[src/rtl/cnn_pool_pkg.sv]
// Shared types and helpers for the pool frame sequencer.
// Lane layout on every bus is {ch3, ch2, ch1, ch0}, each lane In_d_W bits wide.
package cnn_pool_pkg;

  localparam int unsigned LANES = 4;

  typedef enum logic [2:0] {
    StIdle,
    StClrPool,
    StFeed,
    StDrain,
    StDone
  } pool_state_e;

  // Number of pooled outputs in one w x h frame.
  function automatic int unsigned out_total(input int unsigned w, input int unsigned h);
    return (w / 2) * (h / 2);
  endfunction

  // Bit offset of a lane inside a packed lane bus.
  function automatic int unsigned lane_lo(input int unsigned lane, input int unsigned lane_w);
    return lane * lane_w;
  endfunction

  // Highest bit of a lane inside a packed lane bus.
  function automatic int unsigned lane_hi(input int unsigned lane, input int unsigned lane_w);
    return lane_lo(lane, lane_w) + lane_w - 1;
  endfunction

endpackage

[src/rtl/pool_out_fifo.sv]
// Synchronous FIFO for pooled results; head entry is read straight from the storage array.
// A write while full succeeds only if a read frees a slot in the same cycle.
module pool_out_fifo #(
  parameter int unsigned Width = 129,
  parameter int unsigned Depth = 16
) (
  input  logic                       clk,
  input  logic                       clr,
  input  logic                       flush,
  input  logic                       wr_en,
  input  logic [Width-1:0]           wr_data,
  input  logic                       rd_en,
  output logic [Width-1:0]           rd_data,
  output logic                       full,
  output logic                       empty,
  output logic [$clog2(Depth+1)-1:0] count
);

  localparam int unsigned AddrW  = $clog2(Depth);
  localparam int unsigned CountW = $clog2(Depth + 1);

  logic [Width-1:0]  mem [Depth];
  logic [AddrW-1:0]  wptr_q, rptr_q;
  logic [CountW-1:0] count_q;
  logic              do_wr, do_rd;

  assign full  = (count_q == CountW'(Depth));
  assign empty = (count_q == '0);
  assign count = count_q;

  assign do_rd = rd_en && !empty;
  assign do_wr = wr_en && (!full || do_rd);

  assign rd_data = mem[rptr_q];

  always_ff @(posedge clk) begin
    if (clr || flush) begin
      wptr_q  <= '0;
      rptr_q  <= '0;
      count_q <= '0;
    end else begin
      if (do_wr) wptr_q <= wptr_q + AddrW'(1);
      if (do_rd) rptr_q <= rptr_q + AddrW'(1);
      count_q <= count_q + CountW'(do_wr) - CountW'(do_rd);
    end
  end

  // Storage needs no reset; the pointers define what is valid.
  always_ff @(posedge clk) begin
    if (do_wr) mem[wptr_q] <= wr_data;
  end

endmodule

[src/rtl/pool_frame_ctrl.sv]
// Frame sequencer for the shared 4-lane max-pool + ReLU wrapper: feeds one frame,
// meters input by output FIFO credit (the pool cannot stall) and tags the final result.
module pool_frame_ctrl
  import cnn_pool_pkg::*;
#(
  parameter int unsigned In_d_W     = 32,
  parameter int unsigned W          = 26,
  parameter int unsigned H          = 26,
  parameter int unsigned FIFO_DEPTH = 16
) (
  input  logic                     clk,
  input  logic                     clr,
  input  logic                     start,
  input  logic [LANES-1:0]         cfg_ch_mask,
  output logic                     busy,
  output logic                     done,
  output logic [1:0]               err,
  input  logic                     s_valid,
  output logic                     s_ready,
  input  logic [LANES*In_d_W-1:0]  s_data,
  input  logic                     s_last,
  output logic                     pool_clr,
  output logic [LANES-1:0]         pool_in_valid,
  output logic [LANES*In_d_W-1:0]  pool_in_data,
  input  logic [LANES-1:0]         pool_out_valid,
  input  logic [LANES*In_d_W-1:0]  pool_out_data,
  output logic                     m_valid,
  input  logic                     m_ready,
  output logic [LANES*In_d_W-1:0]  m_data,
  output logic                     m_last
);

  localparam int unsigned DataW  = LANES * In_d_W;
  localparam int unsigned Total  = out_total(W, H);
  localparam int unsigned CredW  = $clog2(FIFO_DEPTH + 1);
  localparam int unsigned ColW   = $clog2(W);
  localparam int unsigned RowW   = $clog2(H);
  localparam int unsigned OutCW  = $clog2(Total + 1);

  pool_state_e      state_q;
  logic [LANES-1:0] mask_q;
  logic [CredW-1:0] credits_q, credits_d;
  logic [ColW-1:0]  col_q;
  logic [RowW-1:0]  row_q;
  logic [OutCW-1:0] out_cnt_q;
  logic [1:0]       err_q;
  logic             busy_q, done_q;

  logic             producing, last_beat, accept, credit_take;
  logic             pop, capture, cap_last, drop, fifo_flush;
  logic             fifo_full, fifo_empty;
  logic [DataW:0]   fifo_rd;
  logic [CredW-1:0] fifo_count;
  logic             unused_fifo_count;

  // A beat on an odd row and odd column completes a 2x2 window.
  assign producing = row_q[0] & col_q[0];
  assign last_beat = (row_q == RowW'(H - 1)) && (col_q == ColW'(W - 1));

  assign s_ready     = (state_q == StFeed) && (!producing || (credits_q != '0));
  assign accept      = s_valid && s_ready;
  assign credit_take = accept && producing;

  assign pool_in_valid = accept ? mask_q : '0;
  assign pool_in_data  = s_data;
  assign pool_clr      = clr || (state_q == StClrPool);

  assign pop        = m_valid && m_ready;
  assign capture    = (pool_out_valid != '0) && ((state_q == StFeed) || (state_q == StDrain));
  assign cap_last   = (out_cnt_q == OutCW'(Total - 1));
  assign drop       = capture && fifo_full && !pop;
  assign fifo_flush = (state_q == StIdle) && start;

  assign m_valid = !fifo_empty;
  assign m_data  = fifo_rd[DataW-1:0];
  assign m_last  = m_valid && fifo_rd[DataW];

  assign busy = busy_q;
  assign done = done_q;
  assign err  = err_q;

  assign unused_fifo_count = ^fifo_count;

  pool_out_fifo #(
    .Width (DataW + 1),
    .Depth (FIFO_DEPTH)
  ) u_out_fifo (
    .clk     (clk),
    .clr     (clr),
    .flush   (fifo_flush),
    .wr_en   (capture),
    .wr_data ({cap_last, pool_out_data}),
    .rd_en   (pop),
    .rd_data (fifo_rd),
    .full    (fifo_full),
    .empty   (fifo_empty),
    .count   (fifo_count)
  );

  // One credit per free FIFO slot, including slots reserved by results still in the pool.
  always_comb begin
    credits_d = credits_q;
    if (credit_take && !pop) begin
      credits_d = credits_q - CredW'(1);
    end else if (pop && !credit_take && (credits_q != CredW'(FIFO_DEPTH))) begin
      credits_d = credits_q + CredW'(1);
    end
  end

  always_ff @(posedge clk) begin
    if (clr) begin
      state_q   <= StIdle;
      mask_q    <= '0;
      credits_q <= '0;
      col_q     <= '0;
      row_q     <= '0;
      out_cnt_q <= '0;
      err_q     <= '0;
      busy_q    <= 1'b0;
      done_q    <= 1'b0;
    end else begin
      credits_q <= credits_d;
      if (capture) out_cnt_q <= out_cnt_q + OutCW'(1);
      if (drop) err_q[1] <= 1'b1;
      if (accept && (s_last != last_beat)) err_q[0] <= 1'b1;

      unique case (state_q)
        StIdle: begin
          done_q <= 1'b0;
          if (start) begin
            state_q   <= StClrPool;
            mask_q    <= cfg_ch_mask;
            credits_q <= CredW'(FIFO_DEPTH);
            out_cnt_q <= '0;
            err_q     <= '0;
            col_q     <= '0;
            row_q     <= '0;
            busy_q    <= 1'b1;
          end
        end
        StClrPool: begin
          state_q <= StFeed;
        end
        StFeed: begin
          if (accept) begin
            if (last_beat) begin
              col_q   <= '0;
              row_q   <= '0;
              state_q <= StDrain;
            end else if (col_q == ColW'(W - 1)) begin
              col_q <= '0;
              row_q <= row_q + RowW'(1);
            end else begin
              col_q <= col_q + ColW'(1);
            end
          end
        end
        StDrain: begin
          if (pop && m_last) begin
            state_q <= StDone;
            done_q  <= 1'b1;
          end
        end
        StDone: begin
          done_q  <= 1'b0;
          busy_q  <= 1'b0;
          state_q <= StIdle;
        end
        default: begin
          state_q <= StIdle;
        end
      endcase
    end
  end

endmodule
[config.mk]
export PLATFORM = sky130hd
export DESIGN_NAME = pool_frame_ctrl
export DESIGN_NICKNAME = d
export VERILOG_FILES = /design/src/rtl/cnn_pool_pkg.sv /design/src/rtl/pool_out_fifo.sv /design/src/rtl/pool_frame_ctrl.sv
export SDC_FILE = /design/constraint.sdc
export NUM_CORES = 2
export LEC_CHECK = 0
export BUFFER_PORTS_ARGS = -buffer_cell sky130_fd_sc_hd__buf_2
export CAP_MARGIN = 25
export CORE_AREA = 10 10 436 438
export DETAILED_ROUTE_END_ITERATION = 8
export DIE_AREA = 0 0 446 448
export HOLD_SLACK_MARGIN = 0.1
export MAX_ROUTING_LAYER = met4
export PLACE_DENSITY_LB_ADDON = 0.2
export SLEW_MARGIN = 10
export SYNTH_ARGS = -nofsm -noshare
export SYNTH_HDL_FRONTEND = slang
export SYNTH_SLANG_ARGS = --single-unit
[constraint.sdc]
create_clock -name clk -period 24.4 [get_ports clk]
set_clock_uncertainty 0.2 [all_clocks]
set_input_delay 1.22 -clock clk [delete_from_list [all_inputs] [get_ports clk]]
set_output_delay 1.22 -clock clk [all_outputs]
set_load 0.005 [all_outputs]
### After elaboration in Yosys (flattened, before gate mapping)

Memory sizes are Yosys's and may differ from the RTL's. A register that Yosys moved wholly into a read port is not among the register bits.
Index checks and enable logic that the tools add are counted.

* multiplexer cells: 34
* reduce and logical (&&, ||, !) cells: 41
* add/sub/neg operators: 9
* eq/ne operators: 15
* bitwise operators: 1

Operator list (count)
* $mux 5: 11
* $mux 8: 3
* $pmux 5 s2: 2
* $logic_and 1x1->1: 17
* $add 5x1->5 const B: 3
* $eq 5x5->1 const B: 3
* $mux 3: 4
* $mux 4: 3
* $pmux 3 s4: 1
* $add 4x1->4 const B: 2
* $add 8x1->8 const B: 1
* $eq 8x8->1 const B: 1
* $reduce_and 4->1: 2
* $eq 3x2->1 const B: 2
* $mux 1: 6
* $ne 2x2->1 const B: 3
* $reduce_and 2->1: 3
* $reduce_bool 2->1: 3
* $add 5x1->5: 1
* $logic_not 1->1: 5
* $logic_not 5->1: 1
* $logic_or 1x1->1: 5
* $ne 5x5->1 const B: 1
* $reduce_bool 5->1: 1
* 14 further kinds: 16

* bits in writable memories: 2064
* logic and storage cells: 113
* register bits: 47
* memories: 1
* output and inout port bits: 268
* input port bits: 270

Memory list
* u_out_fifo.mem: words 16, bits a word 129, rd ports 1, clocked after memory_dff 1, wr ports 1, RTL line pool_out_fifo.sv:22 `logic [Width-1:0] mem [Depth];`

### Longest topological paths before layout

* word-level depth: 13
* mapped depth: 15
* mapped depth without buffers: 14

### By module

A second synthesis with hierarchy kept.

* cell total of the unflattened synthesis: 3818
* area, all modules: 81304.2 um^2

Modules (own cells, without submodules)
* pool_out_fifo: area each 78521.6 um^2, times used 1, seq. area each 62319.8 um^2, cells an instance 3480
* pool_frame_ctrl: area each 2782.7 um^2, times used 1, seq. area each 680.7 um^2, cells an instance 338

### Worst setup path after synthesis

OpenSTA, ideal clock, no wires.

* path type: input to register
* start point: in pool_out_valid[3]
* end point: mem u_out_fifo.mem[0][0] (enable)
* data arrival time: 14.113 ns
* data required time: 23.266 ns
* stages: 4
* setup slack: 9.152 ns
* buffers on the path: 0
* cell sequence: nor4_1 -> nor3b_2 -> nand2_1 -> nor4_1

* cells in the longest elaborated chain, start to end: 5

RTL lines
* from (decl): RTL line pool_frame_ctrl.sv:25 `input logic [LANES-1:0] pool_out_valid,`
* $reduce_bool 4->1: RTL line pool_frame_ctrl.sv:69 `assign capture = (pool_out_valid != '0) && ((state_q == StFeed) || (state_q == StDrain));`
* $logic_and 1x1->1: RTL line pool_frame_ctrl.sv:69
* $logic_and 1x1->1: RTL line pool_out_fifo.sv:32 `assign do_wr = wr_en && (!full || do_rd);`
* $mux 1: RTL line pool_out_fifo.sv:50 `if (do_wr) mem[wptr_q] <= wr_data;`
* $mux 1 (not written as such): RTL line pool_out_fifo.sv:50
* to (decl): RTL line pool_out_fifo.sv:22

Every way passes these cells.

==> impl_results.html <==
<table>
<tr><th>Metric</th><th>Value</th></tr>
<tr><th colspan="2">Min path</th></tr>
<tr><td>Hold Path Cell Cnt</td><td>1</td></tr>
<tr><td>WHS Endpoint</td><td>done$_SDFFE_PP0P_</td></tr>
<tr><td>Worst hold path class</td><td>register to register</td></tr>
<tr><td>Beginning of the worst hold path</td><td>done$_SDFFE_PP0P_</td></tr>
<tr><th colspan="2">Synthesis</th></tr>
<tr><td>Number of warnings reported in the yosys synthesis log</td><td>0</td></tr>
<tr><td>Commonest register cell after synthesis</td><td>sky130_fd_sc_hd__edfxtp_1</td></tr>
<tr><td>Async S/R FF share, synth</td><td>0%</td></tr>
<tr><td>Mapped Avg Cell Area</td><td>24.0 µm²</td></tr>
<tr><td>Post-synthesis register bit count</td><td>2115</td></tr>
<tr><td>Synth Cell Area</td><td>81200 µm²</td></tr>
<tr><td>Sequential-to-total area share from yosys stat</td><td>77.6%</td></tr>
<tr><td>Total nets after synthesis</td><td>3667</td></tr>
<tr><td>Count of mapped cells out of synthesis</td><td>3376</td></tr>
<tr><td>Number of enable flip-flop cells after synthesis</td><td>2064</td></tr>
<tr><td>Number of unique standard cell types used by synthesis</td><td>56</td></tr>
<tr><th colspan="2">Global routing</th></tr>
<tr><td>Largest net degree at the start of global routing</td><td>116</td></tr>
<tr><td>Number of global-route vias before repair</td><td>37.5k</td></tr>
<tr><td>Global route total overflow</td><td>0</td></tr>
<tr><td>Number of antenna violations at the first check in global routing</td><td>50</td></tr>
<tr><td>Global-route wire length before repair</td><td>274000 µm</td></tr>
<tr><td>All-layer global routing usage</td><td>19.5%</td></tr>
<tr><th colspan="2">Die</th></tr>
<tr><td>Placeable Area</td><td>182000 µm²</td></tr>
<tr><td>Initial core utilization</td><td>44.7%</td></tr>
<tr><td>Horiz. Die Dim</td><td>446 µm</td></tr>
<tr><td>Ports</td><td>538</td></tr>
<tr><td>Number of cell rows</td><td>157</td></tr>
<tr><td>Height of the die</td><td>448 µm</td></tr>
<tr><td>Area of the die</td><td>200000 µm²</td></tr>
<tr><th colspan="2">Power and ir drop</th></tr>
<tr><td>Sequential cell fraction of total power</td><td>49.2%</td></tr>
<tr><td>Worst IR Drop VDD</td><td>0.0801 mV</td></tr>
<tr><td>Pwr dens</td><td>89.5 nW/µm²</td></tr>
<tr><td>Fraction of power consumed by combinational cells</td><td>10.6%</td></tr>
<tr><td>Leak Pwr</td><td>28.0 nW</td></tr>
<tr><td>Part of the total power dissipated in the clock network</td><td>40.2%</td></tr>
<tr><td>Switch Pwr</td><td>1.83 mW</td></tr>
<tr><td>Internal power summed over all cells</td><td>6.38 mW</td></tr>
<tr><td>Design Power</td><td>8.22 mW</td></tr>
<tr><td>Switch share</td><td>22.3%</td></tr>
<tr><th colspan="2">Setup path</th></tr>
<tr><td>CP cell instances</td><td>buf_12 &gt; buf_4 &gt; buf_4 &gt; mux4_2 &gt; mux4_2 &gt; buf_2</td></tr>
<tr><td>Largest fanout on the critical path</td><td>115</td></tr>
<tr><td>Capture point of the worst reg-to-reg path</td><td>u_out_fifo.mem[14][27]$_DFFE_PP_</td></tr>
<tr><td>Cell family with the largest share of critical-path delay</td><td>buffers and inverters</td></tr>
<tr><td>Critical Path RT</td><td>22980 ps</td></tr>
<tr><td>CP Capture Type</td><td>primary output</td></tr>
<tr><td>Path type of the worst setup path</td><td>register to primary output</td></tr>
<tr><td>Category of the worst setup path launch point</td><td>register</td></tr>
<tr><td>Reg-to-reg critical path startpoint</td><td>state_q[1]$_SDFFE_PP0P_</td></tr>
<tr><td>Slowest library cell on the worst path</td><td>sky130_fd_sc_hd__buf_4</td></tr>
<tr><td>CP Data Arrival Time</td><td>5490 ps</td></tr>
<tr><td>Depth of the worst register-to-register path</td><td>7</td></tr>
<tr><td>CP bufs+invs</td><td>4</td></tr>
<tr><td>Register-to-register path setup slack</td><td>19260 ps</td></tr>
<tr><td>Largest stage delay, worst path</td><td>900 ps</td></tr>
<tr><th colspan="2">Cells and area</th></tr>
<tr><td>Register area</td><td>63000 µm²</td></tr>
<tr><td>Combined area of the multi-input logic cells</td><td>16400 µm²</td></tr>
<tr><td>Leading cell type in the layout, fill and taps excluded</td><td>sky130_fd_sc_hd__edfxtp_1</td></tr>
<tr><td>Final Cell Area</td><td>91800 µm²</td></tr>
<tr><td>Area growth, synth to finish</td><td>13.1%</td></tr>
<tr><td>Final standard cell count with taps included and fillers excluded</td><td>6240</td></tr>
<tr><td>Filler Cell Count</td><td>14.2k</td></tr>
<tr><td>Number of nets in the finished design</td><td>3945</td></tr>
<tr><td>Share of cells above drive strength 1</td><td>34.5%</td></tr>
<tr><td>Top library cells by usage in the layout, fill and taps aside</td><td>sky130_fd_sc_hd__edfxtp_1 (2064), sky130_fd_sc_hd__mux4_2 (623), sky130_fd_sc_hd__buf_2 (281)</td></tr>
<tr><th colspan="2">Timing</th></tr>
<tr><td>Slew @ Worst Pin</td><td>1110 ps</td></tr>
<tr><td>Final worst-path cycle share</td><td>28.3%</td></tr>
<tr><td>Unrepaired setup endpoints after global routing</td><td>false</td></tr>
<tr><td>Count of final setup violators</td><td>0</td></tr>
<tr><td>Tightest hold margin</td><td>273 ps</td></tr>
<tr><td>Final critical delay including setup and external delays</td><td>6910 ps</td></tr>
<tr><td>Pins Over Slew Limit</td><td>0</td></tr>
<tr><td>Maximum clock frequency</td><td>0.145 GHz</td></tr>
<tr><td>Worst-case headroom to the max-slew limit</td><td>26.3%</td></tr>
<tr><td>Setup TNS</td><td>0 ps</td></tr>
<tr><td>Final hold violation count</td><td>0</td></tr>
<tr><th colspan="2">Clock network</th></tr>
<tr><td>Depth of the CTS H-tree</td><td>4</td></tr>
<tr><td>Number of setup buffers added after CTS</td><td>0</td></tr>
<tr><td>CTS hold repair buffers</td><td>0</td></tr>
<tr><td>Clock tree from TritonCTS</td><td>built</td></tr>
<tr><td>Source-to-sink clock delay at the later pin of the worst-skew pair</td><td>840 ps</td></tr>
<tr><td>CTS max path bufs</td><td>3</td></tr>
<tr><td>PostCTS Resize Cnt</td><td>0</td></tr>
<tr><td>Number of clock sinks</td><td>2115</td></tr>
<tr><td>Number of buffers created by CTS</td><td>215</td></tr>
<tr><td>Clock Root Buffer</td><td>sky130_fd_sc_hd__clkbuf_16</td></tr>
<tr><td>Clock-pin slew on the worst setup and hold paths</td><td>60 ps</td></tr>
<tr><th colspan="2">Routing</th></tr>
<tr><td>Length of the first detailed-routing pass in iterations</td><td>5</td></tr>
<tr><td>Initial drt markers</td><td>3451</td></tr>
<tr><td>Remaining DRCs</td><td>0</td></tr>
<tr><td>Per-cell via count in the routed design</td><td>5.77</td></tr>
<tr><td>Final wirelength</td><td>190000 µm</td></tr>
<tr><td>Wire per inst</td><td>30.4 µm</td></tr>
<tr><td>Number of nets still failing antenna checks after routing</td><td>0</td></tr>
<tr><td>Routed vias</td><td>36.0k</td></tr>
<tr><th colspan="2">Place</th></tr>
<tr><td>Area of placed instances</td><td>84500 µm²</td></tr>
<tr><td>Global placement routability congestion</td><td>0.721</td></tr>
<tr><td>Number of buffer cells added on primary ports</td><td>281</td></tr>
<tr><td># placed instances</td><td>5820</td></tr>
<tr><td>Estimated wirelength of the detail-placed design</td><td>95200 µm</td></tr>
<tr><th colspan="2">Flow run</th></tr>
<tr><td>Max-cap check violation count</td><td>0</td></tr>
<tr><th colspan="2">Run status</th></tr>
<tr><td>Status</td><td>finished, final reports clean</td></tr>
</table>
## state kept, by name (all words and copies together) (netlist names), 2 cells and up, named ones only
signal and count:
u_out_fifo.mem 2064, out_cnt_q 8, col_q 5, credits_q 5, row_q 5, u_out_fifo.count 5
mask_q 4, u_out_fifo.rptr_q 4, u_out_fifo.wptr_q 4, state_q 3, err 2
## metal layers
layer | track usage [%] | routed length (µm)
met2 | 30.2 | 92500
met3 | 3.71 | 10900
met1 | 26.1 | 80600
met5 | - | 0
met4 | 6.45 | 5910
## cell families after synthesis
group                      count (synthesis)  share of synthesized area [%]
AOI/OAI and AO/OA                         81                          0.654
buffers and inverters                    311                           2.31
muxes                                    657                           17.7
xor gates and xnor gates                  20                          0.216
DFF                                     2115                           77.6
adders and majority gates                 21                          0.333
and+or+nand+nor                          171                           1.18
## worst max path at each step
stage                                 start                              to  slack (ps)  cells after the start
after floorplan           pool_out_valid[3]  u_out_fifo.mem[0][0]$_DFFE_PP_        9150                      4
after global placement             register                     m_data[112]       18320                      6
after detailed placement           register                      m_data[21]       18280                      6
after CTS                          register                      m_data[21]       17340                      6
after global routing               register                     m_data[112]       17120                      6
final                              register                      m_data[36]       17490                      6
## cells in the mapped netlist (all sizes together), types with 3 or more instances
master,n,share of area (%)
nand3,14,0.086
nor4b,3,0.059
o21a,3,0.028
dfxtp,51,1.3
mux2i,34,0.42
a211oi,23,0.22
xnor2,8,0.086
nor3,9,0.055
and3,6,0.046
xor2,12,0.13
o21ai,6,0.037
buf,258,2.1
inv,20,0.092
edfxtp,2064,76
a21oi,36,0.22
nand4,4,0.031
nand4b,4,0.043
ha,20,0.31
nor3b,5,0.066
nor4,7,0.054
nand2,16,0.077
clkbuf,33,0.15
nor2b,21,0.16
mux4,623,17
and2,15,0.12
nor2,53,0.25
or3,4,0.031
## power groups by stage
stage	registers (mW)	logic, mW	clock network, mW
5_1_grt	4.05	0.948	3.53
4_1_cts	4.04	0.898	3.39
2_1_floorplan	4.12	0.648	0
6_report	4.04	0.868	3.31
3_3_place_gp	4.12	0.892	0
3_5_place_dp	4.12	0.896	0
## area by class of cell
class | count | area share, %
Clock buffer | 259 | 6.04
Antenna cell | 20 | 0.0545
Inverter | 20 | 0.0818
Sequential cell | 2115 | 68.6
Timing Repair Buffer | 352 | 2.28
Tap cell | 2385 | 3.25
Clock inverter | 139 | 1.80
Multi-Input combinational cell | 950 | 17.8
## metrics by stage
| stage | worst slack (ps) | util (%) |
|---|---|---|
| 3_5_place_dp | 18280 | 46.5 |
| 6_report | 17490 | 50.5 |
| 2_1_floorplan | 9150 | - |
| 5_1_grt | 17120 | 50.5 |
| 4_1_cts | 17340 | 50.5 |
| 3_3_place_gp | 18320 | 46.5 |
Note: power is estimated with default switching activity, not from simulation.
